<file path="config.mk">
export PLATFORM = sky130hd
export DESIGN_NAME = sync_decoder
export DESIGN_NICKNAME = d
export VERILOG_FILES = /design/src/rtl/sync_decoder_pkg.sv /design/src/rtl/sync_decoder_edge_meas.sv /design/src/rtl/sync_decoder.sv
export SDC_FILE = /design/constraint.sdc
export NUM_CORES = 1
export LEC_CHECK = 0
export ABC_CLOCK_PERIOD_IN_PS = 4900
export BUFFER_PORTS_ARGS = -buffer_cell sky130_fd_sc_hd__buf_2
export CAP_MARGIN = 0
export CORE_UTILIZATION = 55
export DETAILED_ROUTE_END_ITERATION = 8
export HOLD_SLACK_MARGIN = 0.03
export PLACE_DENSITY = 0.75
export SLEW_MARGIN = 20
export SYNTH_ARGS = -nofsm -noshare
export SYNTH_HDL_FRONTEND = slang
export SYNTH_SLANG_ARGS = --single-unit
export TNS_END_PERCENT = 100
</file>
<file path="constraint.sdc">
create_clock -name clk -period 4.9 [get_ports clk]
set_clock_uncertainty 0.1 [all_clocks]
set_input_delay 0.49 -clock clk [delete_from_list [all_inputs] [get_ports clk]]
set_output_delay 0.49 -clock clk [all_outputs]
set_load 0.01 [all_outputs]
</file>
<file path="src/rtl/sync_decoder_pkg.sv">
// Shared timing definitions for the LCD sync generators and the receive-side
// sync decoder, so both ends agree on nominal line/frame geometry.
package sync_decoder_pkg;

  // Nominal horizontal timing, in pixel clocks
  localparam int H_TOTAL     = 525;
  localparam int H_SYNC      = 41;
  localparam int H_ACT_START = 43;
  localparam int H_ACT       = 480;

  // Nominal vertical timing, in lines
  localparam int V_ACT_START = 12;
  localparam int V_ACT       = 272;

  // Consecutive good lines needed before declaring lock
  localparam int LOCK_LINES  = 4;

  // Coordinate widths
  localparam int X_W = 10;
  localparam int Y_W = 9;

  typedef enum logic [1:0] {
    SEARCH = 2'd0,
    TRACK  = 2'd1,
    LOCKED = 2'd2
  } lock_state_e;

  // Increment that sticks at all-ones instead of wrapping
  function automatic logic [X_W-1:0] sat_inc_x(input logic [X_W-1:0] v);
    return (&v) ? v : v + 1'b1;
  endfunction

  function automatic logic [Y_W-1:0] sat_inc_y(input logic [Y_W-1:0] v);
    return (&v) ? v : v + 1'b1;
  endfunction

endpackage

</file>
<file path="src/rtl/sync_decoder_edge_meas.sv">
// Sync edge detection and horizontal measurement: finds hsync/vsync falling
// edges, runs the column counter and measures the hsync low width so the
// top level can judge each line against nominal timing.
module sync_edge_meas
  import sync_decoder_pkg::*;
#(
  parameter int H_TOTAL = sync_decoder_pkg::H_TOTAL,
  parameter int H_SYNC  = sync_decoder_pkg::H_SYNC
) (
  input  logic           clk,
  input  logic           rst,
  input  logic           hsync_in,
  input  logic           vsync_in,
  output logic           fall_h,
  output logic           fall_v,
  output logic [X_W-1:0] h_cnt,
  output logic           period_ok,
  output logic           width_ok
);

  localparam logic [X_W-1:0] PERIOD_LAST = X_W'(H_TOTAL - 1);
  localparam logic [X_W-1:0] SYNC_WIDTH  = X_W'(H_SYNC);

  logic           hs_q, hs_d;
  logic           vs_q, vs_d;
  logic [X_W-1:0] h_cnt_q, h_cnt_d;
  logic [X_W-1:0] lw_q, lw_d;

  // Edge detect, column counter and low-width counter next-state
  always_comb begin
    hs_d   = hsync_in;
    vs_d   = vsync_in;
    fall_h = hs_q & ~hsync_in;
    fall_v = vs_q & ~vsync_in;

    h_cnt_d = fall_h ? '0 : sat_inc_x(h_cnt_q);

    // The fall cycle itself is the first low cycle; the count then holds
    // from the rising edge until the next fall judges it.
    lw_d = lw_q;
    if (fall_h) begin
      lw_d = X_W'(1);
    end else if (!hsync_in) begin
      lw_d = sat_inc_x(lw_q);
    end

    // Both judgements describe the line that ends at this fall
    period_ok = (h_cnt_q == PERIOD_LAST);
    width_ok  = (lw_q == SYNC_WIDTH);
  end

  // Measurement registers; sync history idles high
  always_ff @(posedge clk) begin
    if (rst) begin
      hs_q    <= 1'b1;
      vs_q    <= 1'b1;
      h_cnt_q <= '0;
      lw_q    <= '0;
    end else begin
      hs_q    <= hs_d;
      vs_q    <= vs_d;
      h_cnt_q <= h_cnt_d;
      lw_q    <= lw_d;
    end
  end

  assign h_cnt = h_cnt_q;

endmodule

</file>
<file path="src/rtl/sync_decoder.sv">
// Receive-side sync decoder: recovers pixel column, line number and the
// active-video qualifier from active-low hsync/vsync, and tracks line timing
// lock with a SEARCH/TRACK/LOCKED state machine.
module sync_decoder
  import sync_decoder_pkg::*;
#(
  parameter int H_TOTAL     = sync_decoder_pkg::H_TOTAL,
  parameter int H_SYNC      = sync_decoder_pkg::H_SYNC,
  parameter int H_ACT_START = sync_decoder_pkg::H_ACT_START,
  parameter int H_ACT       = sync_decoder_pkg::H_ACT,
  parameter int V_ACT_START = sync_decoder_pkg::V_ACT_START,
  parameter int V_ACT       = sync_decoder_pkg::V_ACT,
  parameter int LOCK_LINES  = sync_decoder_pkg::LOCK_LINES
) (
  input  logic           clk,
  input  logic           rst,
  input  logic           hsync_in,
  input  logic           vsync_in,
  output logic           active,
  output logic [X_W-1:0] px_x,
  output logic [Y_W-1:0] px_y,
  output logic           line_start,
  output logic           frame_start,
  output logic           locked,
  output logic           err
);

  localparam int GC_W = $clog2(LOCK_LINES + 1);
  localparam logic [GC_W-1:0] GOOD_LAST = GC_W'(LOCK_LINES - 1);
  localparam logic [X_W-1:0]  X_LO      = X_W'(H_ACT_START);
  localparam logic [X_W-1:0]  X_HI      = X_W'(H_ACT_START + H_ACT);
  localparam logic [Y_W-1:0]  Y_LO      = Y_W'(V_ACT_START);
  localparam logic [Y_W-1:0]  Y_HI      = Y_W'(V_ACT_START + V_ACT);

  logic           fall_h, fall_v;
  logic [X_W-1:0] h_cnt;
  logic           period_ok, width_ok;

  sync_edge_meas #(
    .H_TOTAL (H_TOTAL),
    .H_SYNC  (H_SYNC)
  ) u_meas (
    .clk       (clk),
    .rst       (rst),
    .hsync_in  (hsync_in),
    .vsync_in  (vsync_in),
    .fall_h    (fall_h),
    .fall_v    (fall_v),
    .h_cnt     (h_cnt),
    .period_ok (period_ok),
    .width_ok  (width_ok)
  );

  lock_state_e     state_q, state_d;
  logic [GC_W-1:0] good_q, good_d;
  logic            locked_q, locked_d;
  logic            err_q, err_d;
  logic [Y_W-1:0]  v_cnt_q, v_cnt_d;
  logic            vpend_q, vpend_d;
  logic            frame_start_q, frame_start_d;
  logic            line_start_q, line_start_d;
  logic            active_q, active_d;
  logic [X_W-1:0]  px_x_q, px_x_d;
  logic [Y_W-1:0]  px_y_q, px_y_d;
  logic            line_good, h_timeout, h_in, v_in;

  // Lock state machine next-state: lines are judged at each hsync fall,
  // and a saturated column counter means sync has vanished
  always_comb begin
    state_d   = state_q;
    good_d    = good_q;
    locked_d  = locked_q;
    err_d     = 1'b0;
    line_good = period_ok & width_ok;
    h_timeout = &h_cnt;

    if (fall_h) begin
      unique case (state_q)
        SEARCH: begin
          // First fall is only a phase reference, not judged
          state_d = TRACK;
          good_d  = '0;
        end
        TRACK: begin
          if (line_good) begin
            good_d = good_q + 1'b1;
            if (good_q == GOOD_LAST) begin
              state_d  = LOCKED;
              locked_d = 1'b1;
            end
          end else begin
            good_d = '0;
          end
        end
        LOCKED: begin
          if (!line_good) begin
            state_d  = SEARCH;
            locked_d = 1'b0;
            err_d    = 1'b1;
            good_d   = '0;
          end
        end
        default: begin
          state_d  = SEARCH;
          locked_d = 1'b0;
          good_d   = '0;
        end
      endcase
    end else if (h_timeout) begin
      err_d    = (state_q == LOCKED);
      state_d  = SEARCH;
      locked_d = 1'b0;
      good_d   = '0;
    end
  end

  // Lock state machine registers
  always_ff @(posedge clk) begin
    if (rst) begin
      state_q  <= SEARCH;
      good_q   <= '0;
      locked_q <= 1'b0;
      err_q    <= 1'b0;
    end else begin
      state_q  <= state_d;
      good_q   <= good_d;
      locked_q <= locked_d;
      err_q    <= err_d;
    end
  end

  // Line counter: a vsync fall arms a frame restart taken at the next hsync
  // fall, including a vsync fall in the same cycle as that hsync fall
  always_comb begin
    v_cnt_d       = v_cnt_q;
    vpend_d       = vpend_q;
    frame_start_d = 1'b0;
    if (fall_h) begin
      if (vpend_q | fall_v) begin
        v_cnt_d       = '0;
        frame_start_d = 1'b1;
        vpend_d       = 1'b0;
      end else begin
        v_cnt_d = sat_inc_y(v_cnt_q);
      end
    end else if (fall_v) begin
      vpend_d = 1'b1;
    end
  end

  // Output qualifiers and coordinates; subtraction wraps freely because
  // the result is forced to zero outside the active window
  always_comb begin
    h_in         = (h_cnt >= X_LO) && (h_cnt < X_HI);
    v_in         = (v_cnt_q >= Y_LO) && (v_cnt_q < Y_HI);
    active_d     = locked_q & h_in & v_in;
    px_x_d       = active_d ? (h_cnt - X_LO) : '0;
    px_y_d       = active_d ? (v_cnt_q - Y_LO) : '0;
    line_start_d = fall_h;
  end

  // Vertical state and registered outputs
  always_ff @(posedge clk) begin
    if (rst) begin
      v_cnt_q       <= '0;
      vpend_q       <= 1'b0;
      frame_start_q <= 1'b0;
      line_start_q  <= 1'b0;
      active_q      <= 1'b0;
      px_x_q        <= '0;
      px_y_q        <= '0;
    end else begin
      v_cnt_q       <= v_cnt_d;
      vpend_q       <= vpend_d;
      frame_start_q <= frame_start_d;
      line_start_q  <= line_start_d;
      active_q      <= active_d;
      px_x_q        <= px_x_d;
      px_y_q        <= px_y_d;
    end
  end

  assign active      = active_q;
  assign px_x        = px_x_q;
  assign px_y        = px_y_q;
  assign line_start  = line_start_q;
  assign frame_start = frame_start_q;
  assign locked      = locked_q;
  assign err         = err_q;

endmodule
</file>
==> impl_metrics.py, run 1 <==
metrics = {
    "synth": {
        "synth.top_cell.area_share_pct": 40.5,
        "ys_ff_latch": 61,
        "synthTopCellsByArea": "dfxtp_1 41%, ha_1 3.7%, nor2_1 3.4%",
        "synth_edf_count": 0,
        "yosys_warnings": 0,
        "ys_seq_area_share_pct": 40.5,
        "syn_nets": 352,
        "ys_async_sr_fraction_pct": 0,
        "synth_top_area_cell": "dfxtp_1",
        "synth_cell_types": 59,
        "syn_area_mm2": 0.00301,
        "syn_avg_cell_area_um2": 8.88,
        "ys.flop_type": "dfxtp_1",
        "synthCells": 339,
    },
    "power": {
        "p_comb_share_pct": 3.7,
        "p_sw_share_pct": 22.9,
        "seq_power_share_pct": 48.8,
        "clkPwrFrac_pct": 47.5,
        "ir_worst_vdd_uv": 239,
        "p_int_w": 0.000804,
        "power.leakage_nw": 1.28,
        "finalPower_w": 0.00104,
        "powerDensity_mw_per_mm2": 312,
        "switchingPower_w": 0.000239,
    },
    "clocking": {
        "htree_levels": 3,
        "max-clock-path-buffers": 2,
        "clock_sinks": 61,
        "ctsResizeCount": 0,
        "postCtsSetupBuffers": 0,
        "cts_tree": "done",
        "clkLatencyLatePin_ns": 0.35,
        "cts_made_buffers": 9,
        "ctsHoldBuffers": 0,
        "cts_root_buffer": "clkbuf_8",
        "clk_pin_slew_ns": 0.07,
    },
    "drt": {
        "wl_per_cell_um": 13.7,
        "viasPerCell": 5.79,
        "vias": 2490,
        "initialDrtViolationCount": 243,
        "postRouteAntennaNets": 0,
        "routed_wl_um": 5880,
        "dr.pass1.iters": 4,
        "post-route-drc-count": 0,
    },
    "floorplan": {
        "start_util_pct": 57.9,
        "ios": 28,
        "die_y_um": 76,
        "dieArea_mm2": 0.00578,
        "die_w_um": 76,
        "core_area_mm2": 0.00520,
        "num_rows": 26,
    },
    "global_routing": {
        "grt_max_degree": 21,
        "grt-ovfl-total": 0,
        "grt.total_usage_pct": 23.0,
        "grt_pass1_vias": 2294,
        "antenna_found_initial": 0,
        "grt_pass1_wl_um": 10500,
    },
    "placed_design": {
        "numPortBuffers": 27,
        "gp_congestion": 0.803,
        "dp_cells": 414,
        "dp_hpwl_um": 4050,
    },
    "sta": {
        "finalCritPeriodShare_pct": 46.2,
        "finalHoldViolCount": 0,
        "rsz0062_at_grt": "no",
        "slew_viol_final": 0,
        "timing.fmax_mhz": 441,
        "post-route-min-period_ns": 2.27,
        "slew_headroom_pct": 51.8,
        "tns_ns": 0,
        "setup_violations": 0,
        "worstMarginPinSlew_ns": 0.720,
    },
    "setup_path": {
        "cp_slowest_cell": "dfxtp_1",
        "critPathBufInv": 0,
        "critical_path.max_fanout": 20,
        "max_stage_delay_ns": 0.45,
        "critPathKind": "reg -> reg",
        "arrival_ns": 2.41,
        "critPathRequiredTime_ns": 5.04,
        "worstPathCellList": "ha_1, o21ai_1, a221oi_1, o2111ai_4, nor4_1",
        "path_delay_family": "compound AO/OA/AOI/OAI gates",
        "end_kind": "flop",
        "start_kind": "flop",
    },
    "status": {
        "status": "finished clean",
    },
    "cells_and_area": {
        "syn_to_final_growth_pct": 11.1,
        "drive_gt1_share_pct": 18.3,
        "finalNetCount": 368,
        "mostFrequentLayoutCell": "dfxtp_1",
        "final_cell_mix": "61 x dfxtp_1, 27 x nor2_1, 27 x buf_2, 20 x nand2_1, 19 x nand3_1",
        "nFillCells": 441,
        "antenna_cells": 0,
        "fin_cells": 430,
    },
    "job": {
        "max_cap_viol_count": 0,
    },
    "hold_path": {
        "hp-class": "in -> reg",
    },
}
## stage by stage
step | setup WS, ns | cell area [um^2] | util, % | hold WS (ns)
floorplan | 2.75 | 3010 | - | 0.375
global placement | 2.59 | 3110 | 59.7 | 0.388
detailed placement | 2.50 | 3110 | 59.7 | 0.402
CTS | 2.47 | 3330 | 63.9 | 0.221
global route | 2.39 | 3350 | 64.3 | 0.236
finish | 2.63 | 3350 | 64.3 | 0.238
## synthesized netlist by cell type (all sizes together) (3+ instances only)
cell type / count
ha: 9
nand4: 9
buf: 15
dfxtp: 61
nand3: 19
clkbuf: 8
inv: 15
a21oi: 17
xnor2: 11
or2: 4
nor3b: 7
o21ai: 11
mux2i: 3
nor3: 23
a211oi: 3
nor4: 6
or3: 9
nand4b: 3
nor2: 28
xor2: 6
o31ai: 7
o211ai: 5
nand2: 21
or4: 5
## cells by family (layout without fill, tap and decap cells)
family / after synthesis / after routing / share of synthesized area (%)
multiplexers: 3 / 3 / 0.997
AND/OR/NAND/NOR: 150 / 150 / 29.5
adder cells (fa/ha/maj): 9 / 9 / 3.74
AO/OA/AOI/OAI: 61 / 61 / 13.8
XOR/XNOR: 17 / 17 / 4.94
buffers and inverters: 38 / 59 / 6.52
flip-flops: 61 / 61 / 40.5
## power by group through the flow
stage	sequential (W)	clock [W]	combinational, W
5_1_grt	0.000510	0.000533	0.0000442
2_1_floorplan	0.000518	0	0.0000306
4_1_cts	0.000509	0.000507	0.0000387
3_5_place_dp	0.000520	0	0.0000385
3_3_place_gp	0.000520	0	0.0000379
6_report	0.000509	0.000495	0.0000386
## worst paths after layout
kind	from	to	slack [ns]	depth (start not counted)
worst min register to register	good_q[0]$_SDFFE_PP0P_	good_q[0]$_SDFFE_PP0P_	0.43	2
worst max-delay path	u_meas.h_cnt[0]$_SDFFE_PP0N_	px_x[5]$_SDFF_PP0_	2.63	5
worst max register to register	u_meas.h_cnt[0]$_SDFFE_PP0N_	px_x[5]$_SDFF_PP0_	2.63	5
worst min-delay path	vsync_in	u_meas.vs_q$_SDFF_PP1_	0.24	2
## layout make-up
class                      count  area, um^2  share of cell area (%)
sequential                    61        1220                    36.5
clock buffer                   9         124                    3.70
timing repair buffer          28         143                    4.26
multi-input combinational    240        1620                    48.3
clock inverter                 7        98.8                    2.95
inverter                      15        56.3                    1.68
tap                           70        87.6                    2.62
## registers in the layout (all words and copies together), names as in the netlist, 2 cells and up
register      flops
state_q           2
v_cnt_q           9
u_meas.lw_q      10
u_meas.h_cnt     10
good_q            3
px_y              9
px_x             10
## metal layers
layer / up-vias / wire, um / GRT usage [%] / part of all wire (%)
met3: 10 / 248 / 4.67 / 4.2
met4: 0 / 103 / 11.5 / 1.8
met2: 64 / 2720 / 35.5 / 46
met5: - / 0 / 0 / 0
met1: 1158 / 2820 / 30.6 / 48
li1: 1258 / - / - / -
Power figures use the tool's default switching activity.
==> inputs of run 2 (changes only) <==
--- a/config.mk
+++ b/config.mk
@@ -5,7 +5,7 @@
 export SDC_FILE = /design/constraint.sdc
 export NUM_CORES = 1
 export LEC_CHECK = 0
-export ABC_CLOCK_PERIOD_IN_PS = 4900
+export ABC_CLOCK_PERIOD_IN_PS = 2300
 export BUFFER_PORTS_ARGS = -buffer_cell sky130_fd_sc_hd__buf_2
 export CAP_MARGIN = 0
 export CORE_UTILIZATION = 55
==> constraint.sdc (replaced) <==
create_clock -name clk -period 2.3 [get_ports clk]
set_clock_uncertainty 0.1 [all_clocks]
set_input_delay 0.23 -clock clk [delete_from_list [all_inputs] [get_ports clk]]
set_output_delay 0.23 -clock clk [all_outputs]
set_load 0.01 [all_outputs]
==> run 2 against run 1 <==
  * Via count increased by 4.2%
  * Count of clock-buffer cells in the layout increased by 3
  * Core utilization grew 1.3 points
  * Global-route usage is 0.94 points higher
  * Cell count up 3.0%
  * Power increased by 110%
  * Largest power group unchanged
  * Highest routed layer unchanged
==> impl_metrics.py, run 2 (synthesized netlist as in run 1, its figures left out) <==
metrics = {
    "job": {
        "max_cap_viol_count": 0,
    },
    "cells_and_area": {
        "nFillCells": 466,
        "seq_area_mm2": 0.00122,
        "final_cell_mix": "60 x dfxtp_1, 27 x nor2_1, 27 x buf_2, 20 x nand2_1, 19 x nand3_1",
        "mostFrequentLayoutCell": "dfxtp_1",
        "syn_to_final_growth_pct": 13.5,
        "antenna_cells": 0,
        "postLayoutCoreUtil_pct": 65.6,
        "drive_gt1_share_pct": 21.2,
        "finalNetCount": 382,
        "multi_input_area_mm2": 0.00160,
    },
    "clocking": {
        "htree_levels": 3,
        "postCtsSetupBuffers": 0,
        "clock_sinks": 61,
        "clkLatencyLatePin_ns": 0.35,
        "clk_pin_slew_ns": 0.07,
        "cts_tree": "done",
        "max-clock-path-buffers": 2,
        "cts_made_buffers": 9,
        "cts_root_buffer": "clkbuf_8",
    },
    "sta": {
        "finalCritPeriodShare_pct": 91.4,
        "setup_ws_ns": 0.199,
        "slew_viol_final": 0,
        "slew_headroom_pct": 63.4,
        "timing.fmax_mhz": 476,
        "whs_ns": 0.0709,
        "finalHoldViolCount": 0,
        "setup_violations": 0,
        "post-route-min-period_ns": 2.10,
        "rsz0062_at_grt": "no",
        "tns_ns": 0,
        "worstMarginPinSlew_ns": 0.548,
    },
    "power": {
        "powerDensity_mw_per_mm2": 627,
        "power.leakage_nw": 1.33,
        "ir_worst_vdd_uv": 353,
    },
    "floorplan": {
        "ios": 28,
        "core_area_mm2": 0.00520,
        "die_y_um": 76,
        "num_rows": 26,
        "die_w_um": 76,
        "start_util_pct": 57.9,
        "dieArea_mm2": 0.00578,
    },
    "global_routing": {
        "grt.total_usage_pct": 23.9,
        "grt_pass1_vias": 2449,
        "grt_max_degree": 17,
        "grt-ovfl-total": 0,
        "grt_pass1_wl_um": 10900,
        "antenna_found_initial": 0,
    },
    "setup_path": {
        "critPathRequiredTime_ns": 2.47,
        "critPathKind": "reg -> reg",
        "critical_path.max_fanout": 15,
        "critPathBufInv": 2,
        "arrival_ns": 2.27,
        "crit_top_cell": "ha_1",
        "worstPathCellList": "ha_1, nand3_1, nor2_1, ha_1, inv_1, o31ai_1, buf_4, or4_1, a21oi_1",
        "cp_slowest_cell": "or4_1",
        "max_stage_delay_ns": 0.50,
        "path_delay_family": "simple AND/OR/NAND/NOR gates",
        "end_kind": "flop",
        "start_kind": "flop",
    },
    "placed_design": {
        "detailedPlace.worstSlack_ns": 0.211,
        "numPortBuffers": 27,
        "gp_congestion": 0.857,
        "dp_hpwl_um": 4490,
    },
    "drt": {
        "post-route-drc-count": 0,
        "vias": 2594,
        "wl_per_cell_um": 14.3,
        "viasPerCell": 5.86,
        "dr.pass1.iters": 5,
        "routed_wl_um": 6340,
        "postRouteAntennaNets": 0,
        "initialDrtViolationCount": 246,
    },
    "hold_path": {
        "hp-class": "in -> reg",
    },
    "status": {
        "status": "finished clean",
    },
}
==> run 2: worst register-to-register path: cells and delay by family, from the launching register on <==
family / cells / cell delay (ns)
adders and majority gates: 2 / 0.44
AOI/OAI and AO/OA: 2 / 0.26
buffers and inverters: 2 / 0.25
DFF: 1 / 0.36
and+or+nand+nor: 3 / 0.63
==> run 2: area by class of cell <==
class / instances / area share [%]
multi-input combinational: 240 / 46.8
sequential: 61 / 35.8
timing repair buffer: 42 / 7.32
clock buffer: 12 / 4.54
tap: 70 / 2.56
inverter: 15 / 1.65
clock inverter: 3 / 1.32
==> run 2: report_power, final <==
| group | leakage [nW] | internal, W | switching [W] | total [W] |
|---|---|---|---|---|
| combinational | 0.742 | 0.0000389 | 0.0000609 | 0.0000998 |
| clock | 0.0947 | 0.000553 | 0.000410 | 0.000963 |
| sequential | 0.494 | 0.00107 | 0.0000119 | 0.00108 |
==> run 2: timing repair <==
item	in CTS	in global routing
endpoints found under the hold margin	1	0
hold buffers	1	0
resized for setup	0	2
setup endpoints to repair	0	2
==> run 2: per-stage QoR <==
step / total power, W / std cells / cell area [um^2]
floorplan: 0.00117 / 339 / 3010
CTS: 0.00216 / 443 / 3410
detailed placement: 0.00120 / 427 / 3200
global placement: 0.00120 / 427 / 3200
finish: 0.00214 / 443 / 3420
global route: 0.00223 / 443 / 3420
==> run 2: metal layers <==
| layer | global-route usage (%) | part of all wire, % |
|---|---|---|
| met1 | 28.5 | 44 |
| met2 | 39.6 | 48 |
| met3 | 6.11 | 5.2 |
| met4 | 12.7 | 2.4 |
| met5 | 0 | 0 |
==> run 2: worst paths after layout <==
check	startpoint	end	slack [ns]	cells past startpoint
setup reg to reg	v_cnt_q[0]$_SDFFE_PP0P_	v_cnt_q[5]$_SDFFE_PP0P_	0.20	9
hold reg to reg	good_q[1]$_SDFFE_PP0P_	good_q[1]$_SDFFE_PP0P_	0.41	2
setup / recovery	v_cnt_q[0]$_SDFFE_PP0P_	v_cnt_q[5]$_SDFFE_PP0P_	0.20	9
hold / removal	hsync_in	u_meas.hs_q$_SDFF_PP1_	0.07	2
